[config.mk]
export PLATFORM = sky130hd
export DESIGN_NAME = rgb_led_arbiter
export DESIGN_NICKNAME = d
export VERILOG_FILES = /design/src/rtl/rgb_led_arbiter.sv
export SDC_FILE = /design/constraint.sdc
export NUM_CORES = 1
export LEC_CHECK = 0
export CAP_MARGIN = 20
export CORE_MARGIN = 4
export CORE_UTILIZATION = 23
export CTS_CLUSTER_SIZE = 40
export DETAILED_ROUTE_END_ITERATION = 10
export SETUP_SLACK_MARGIN = 0.05
export SLEW_MARGIN = 25
export SYNTH_ARGS = -nofsm -noshare
export SYNTH_HDL_FRONTEND = slang
export SYNTH_SLANG_ARGS = --single-unit
[constraint.sdc]
create_clock -name clk -period 2.23 [get_ports clk]
set_input_delay 0.446 -clock clk [delete_from_list [all_inputs] [get_ports clk]]
set_output_delay 0.446 -clock clk [all_outputs]
set_load 0.01 [all_outputs]
[src/rtl/rgb_led_arbiter.sv]
// rgb_led_arbiter: round-robin owner of the shared board RGB LED.
// Define LED_ARB_GAP_EN to add a dark GAP state after every grant.
module rgb_led_arbiter #(
  parameter int TICK_DIV = 12000,
  parameter int N_REQ    = 3,
  parameter int DWELL_W  = 8
) (
  input  logic                       clk,
  input  logic                       rst_n,
  input  logic [N_REQ-1:0]           req,
  input  logic [3*N_REQ-1:0]         color,
  input  logic [DWELL_W*N_REQ-1:0]   dwell,
  output logic [N_REQ-1:0]           grant,
  output logic [N_REQ-1:0]           done,
  output logic                       busy,
  output logic                       red,
  output logic                       green,
  output logic                       blue
);

  localparam int PW = $clog2(TICK_DIV);
  localparam int LW = $clog2(N_REQ);

`ifdef LED_ARB_GAP_EN
  typedef enum logic [1:0] {IDLE, HOLD, GAP} state_t;
  localparam state_t END_ST = GAP;
`else
  typedef enum logic {IDLE, HOLD} state_t;
  localparam state_t END_ST = IDLE;
`endif

  state_t             state;
  logic [PW-1:0]      presc;
  logic               tick;
  logic [DWELL_W-1:0] hold_cnt;
  logic [LW-1:0]      last;
  logic [LW-1:0]      own;
  logic [LW-1:0]      win;
  logic               hit;
  logic               fin;
  logic [2:0]         col_sel;
  logic [DWELL_W-1:0] dw_sel;

  assign tick = (presc == PW'(TICK_DIV - 1));
  assign busy = (state != IDLE);

  always_ff @(posedge clk or negedge rst_n) begin
    if (!rst_n) begin
      presc <= '0;
    end else if (tick) begin
      presc <= '0;
    end else begin
      presc <= presc + PW'(1);
    end
  end

  // Lowest k wins: scan from far to near so the nearest set bit sticks.
  always_comb begin
    win = last;
    for (int k = N_REQ; k >= 1; k--) begin
      if (req[(int'(last) + k) % N_REQ]) begin
        win = LW'((int'(last) + k) % N_REQ);
      end
    end
  end

  assign hit     = |req;
  assign col_sel = color[3*int'(win) +: 3];
  assign dw_sel  = dwell[DWELL_W*int'(win) +: DWELL_W];
  assign fin     = !req[own] || (tick && hold_cnt == DWELL_W'(1));

  always_ff @(posedge clk or negedge rst_n) begin
    if (!rst_n) begin
      state              <= IDLE;
      grant              <= '0;
      done               <= '0;
      {red, green, blue} <= 3'b000;
      hold_cnt           <= '0;
      last               <= LW'(N_REQ - 1);
      own                <= '0;
    end else begin
      done <= '0;
      unique case (state)
        IDLE: begin
          if (hit) begin
            own                <= win;
            grant              <= N_REQ'(1) << win;
            {red, green, blue} <= col_sel;
            hold_cnt           <= (dw_sel == '0) ? DWELL_W'(1) : dw_sel;
            state              <= HOLD;
          end
        end
        HOLD: begin
          if (fin) begin
            grant              <= '0;
            {red, green, blue} <= 3'b000;
            last               <= own;
            state              <= END_ST;
            // A dropped request is an abort and never reports done.
            if (req[own]) begin
              done <= N_REQ'(1) << own;
            end
          end else if (tick) begin
            hold_cnt <= hold_cnt - DWELL_W'(1);
          end
        end
`ifdef LED_ARB_GAP_EN
        GAP: begin
          if (tick) begin
            state <= IDLE;
          end
        end
`endif
        default: state <= IDLE;
      endcase
    end
  end

endmodule

==> results of run 1 <==
registers in the layout, indices dropped and copies added (netlist names):
| name | flops |
|---|---|
| red | 1 |
| done | 3 |
| presc | 14 |
| blue | 1 |
| own | 2 |
| hold_cnt | 8 |
| grant | 3 |
| busy | 1 |
| green | 1 |
| last | 2 |
per-layer routing:
metal,share of wire,wire length (um)
met1,0.45,2840
met4,0.012,73
met3,0.073,458
met5,0,0
met2,0.46,2870
cells by family (layout without fill, tap and decap cells):
kind of cell,Yosys count,after routing,share of synthesized area
adders and majority gates,7,7,0.0383
AOI/OAI and AO/OA,55,55,0.174
muxes,19,19,0.0859
DFF,36,36,0.394
buffers and inverters,18,108,0.0394
xor gates and xnor gates,13,13,0.0498
and+or+nand+nor,93,93,0.218
what timing repair did:
| action | in CTS | in global routing |
|---|---|---|
| endpoints found under the setup margin | 12 | 15 |
| buffers inserted | 2 | 2 |
| gates resized for setup | 5 | 17 |
| pin swaps | 8 | 9 |
worst register-to-register path, cell delays in order (launching register included):
cell	delay [ps]
dfstp_2	560
inv_2	50
ha_4	170
mux2i_4	190
o221ai_2	220
nand3_2	120
o211ai_4	240
buf_6	190
mux2i_1	230
a21o_1	180
nand4_1	80
o21ai_1	130
cells in the final DEF, fill, tap and decap left out, types with 4 or more instances in the layout:
cell and n:
nor2_1 17, clkdlybuf4s50_1 46, xor2_1 8, nand3b_1 4
xnor2_1 5, mux2i_2 4, nand3_1 23, inv_1 6
ha_1 6, mux2_2 4, nor3b_1 4, o21ai_0 10
a21o_1 6, nor2b_1 4, o211ai_1 5, buf_4 39
clkbuf_8 5, dfrtp_1 35, a21oi_1 11, nand2_1 15
buf_6 4, a221oi_2 4, mux2i_1 9
power groups by stage:
stage                     clock network, mW  logic [mW]  registers (mW)
after floorplan                           0        1.57           0.965
after global placement                    0        2.60           0.958
after detailed placement                  0        2.64           0.958
after CTS                             0.585        2.76           0.949
after global routing                  0.606        3.21           0.968
final                                 0.567        2.96           0.949
path summary, 6_finish.rpt:
| check | startpoint | to | slack (ps) | cells after the start |
|---|---|---|---|---|
| max | last[1]$_DFFE_PN1P_ | hold_cnt[0]$_DFFE_PN0P_ | -210 | 11 |
| min reg2reg | presc[0]$_DFF_PN0_ | presc[0]$_DFF_PN0_ | 480 | 1 |
| min in group clk | presc[0]$_DFF_PN0_ | presc[0]$_DFF_PN0_ | 480 | 1 |
| max in group asynchronous | rst_n | presc[0]$_DFF_PN0_ | 1450 | 1 |
| max reg2reg | last[1]$_DFFE_PN1P_ | hold_cnt[0]$_DFFE_PN0P_ | -210 | 11 |
| min | rst_n | hold_cnt[3]$_DFFE_PN0P_ | 260 | 1 |
final cells by class:
type | instances | area, sq um | area share
flip-flops and latches | 36 | 902 | 0.261
repair buffers | 93 | 863 | 0.249
inverters | 7 | 26.3 | 0.00759
multi-input cells | 187 | 1400 | 0.403
clock inverters | 2 | 35.0 | 0.0101
clock buffers | 6 | 72.6 | 0.0210
well taps | 133 | 166 | 0.0481
stage by stage:
stage	cell area [sq um]	setup slack, ps	setup TNS [ps]	utilization
floorplan	2320	-201	-831	-
finish	3460	-208	-1540	0.356
global route	3460	-380	-3140	0.356
detailed placement	3240	-523	-5020	0.333
CTS	3380	-225	-1380	0.348
global placement	3240	-401	-4210	0.333
==> results.toml, run 1 <==
[detailed_routing]
viasPerCell = 4.51
vias = 2093
detail_route.wl_per_cell_um = 13.4
drt_iter0_drc = 47
drc = 0
drt_wl_total_um = 6240
dr.pass1.iters = 4
drt.antenna.violating_nets = 0

[synthesis]
synth_top_cell_area_share = 0.383
yosys-top-cells-count = "dfrtp_1, nand3_1, nand2_1"
synthArstFlopShare = 1.00
synthFlopType = "dfrtp_1"
synth_area_sq_um = 2290
synthDistinctLibCells = 51
synth.most_common_cell = "dfrtp_1"
synthCells = 241
yosys_warnings = 0
yosysSeqAreaShare = 0.394
ys_ff_latch = 36
synth_edf_count = 0
synth_area_leaders = "dfrtp_1, mux2i_1, nand3_1, ha_1, xor2_1"
syn_nets = 286
synth_area_per_cell_sq_um = 9.49
yosys.area.top_type = "dfrtp_1"

[grt]
grt_max_degree = 37
grt_antenna_before_repair = 0
gr-total-overflow = 0
grt_pass1_wl_um = 10200
use_met1 = 0.138
grt_util_met3 = 0.0324
grt_busiest_layer = "met2"
grtUsageTotal = 0.110
grt_pass1_vias = 2144
grtUsageMet2 = 0.181

[power]
p_seq_frac = 0.212
p_clk_frac = 0.127
p_sw_mw = 1.74
power_frac_comb = 0.661
ir_worst_vdd_mv = 0.481
power.density_nw_per_um2 = 1290
p_leak_nw = 1.52
p_int_mw = 2.73
sw_frac_of_total = 0.389
finalPower_mw = 4.47

[floorplan]
die_h_um = 108
io_pins = 48
row_count = 36
start_util = 0.235
core-area_sq_um = 9730
die_area_sq_um = 11600
die_w_um = 108

[outcome]
status = "finished, violations left"
violations = "negative setup slack"

[clock_tree]
cts_max_level = 2
tritoncts = "built"
clock_latency_ps = 290
clock-sinks = 36
cts-buffers-inserted = 5
clockBufferDepth = 2
clk_pin_slew_ps = 70
cts_root_buf = "clkbuf_8"
holdBufCountCts = 0

[finish]
nFillCells = 1008
area_growth_pct = 51.4
drive_gt1_frac = 0.263
antenna_cells = 0
final_nets = 375
fin_cells = 464

[sta]
period_needed_ps = 2440
fin_worst_skew_ps = 4.46
setup_slack_ps = -208
finalCritPeriodShare = 1.09
hold_ws_ps = 257
slew_headroom = 0.443
rsz0062_at_grt = "true"
tightest_slew_ps = 836
max_clock_freq_ghz = 0.410
drv_slew = 0
final_hold_viol_count = 0
setup_viol = 11

[worst_setup_path]
crit_type = "register to register"
worst_setup_path_end_kind = "register"
worst_path_max_delay_cell = "dfstp_2"
max_stage_delay_ps = 560
cp.required_ps = 2450
crit_arrival_ps = 2660
startpoint_type = "register"
worst-path-buf-inv = 2
cp_cell_sequence = "inv_2 > ha_4 > mux2i_4 > o221ai_2 > nand3_2 > o211ai_4 > buf_6 > mux2i_1 > a21o_1 > nand4_1 > o21ai_1"
critical-path-top-delay-family = "compound AO/OA/AOI/OAI gates"
cp_max_fo = 7

[place]
dp_cells = 452
globalplace.congestion = 0.889
dpl.hpwl_um = 4720
port_buffers = 47

[worst_hold_path]
hold_class = "input pin to asynchronous set/reset pin"

[run]
maxCapViolations = 0
Power figures use the tool's default switching activity.
==> run 2: changes to the inputs <==
--- a/config.mk
+++ b/config.mk
@@ -8,7 +8,6 @@
 export CAP_MARGIN = 20
 export CORE_MARGIN = 4
 export CORE_UTILIZATION = 23
-export CTS_CLUSTER_SIZE = 40
 export DETAILED_ROUTE_END_ITERATION = 10
 export SETUP_SLACK_MARGIN = 0.05
 export SLEW_MARGIN = 25
==> results of run 2 <==
Same layout as run 1: the final DEF is identical, and so are final timing and power.
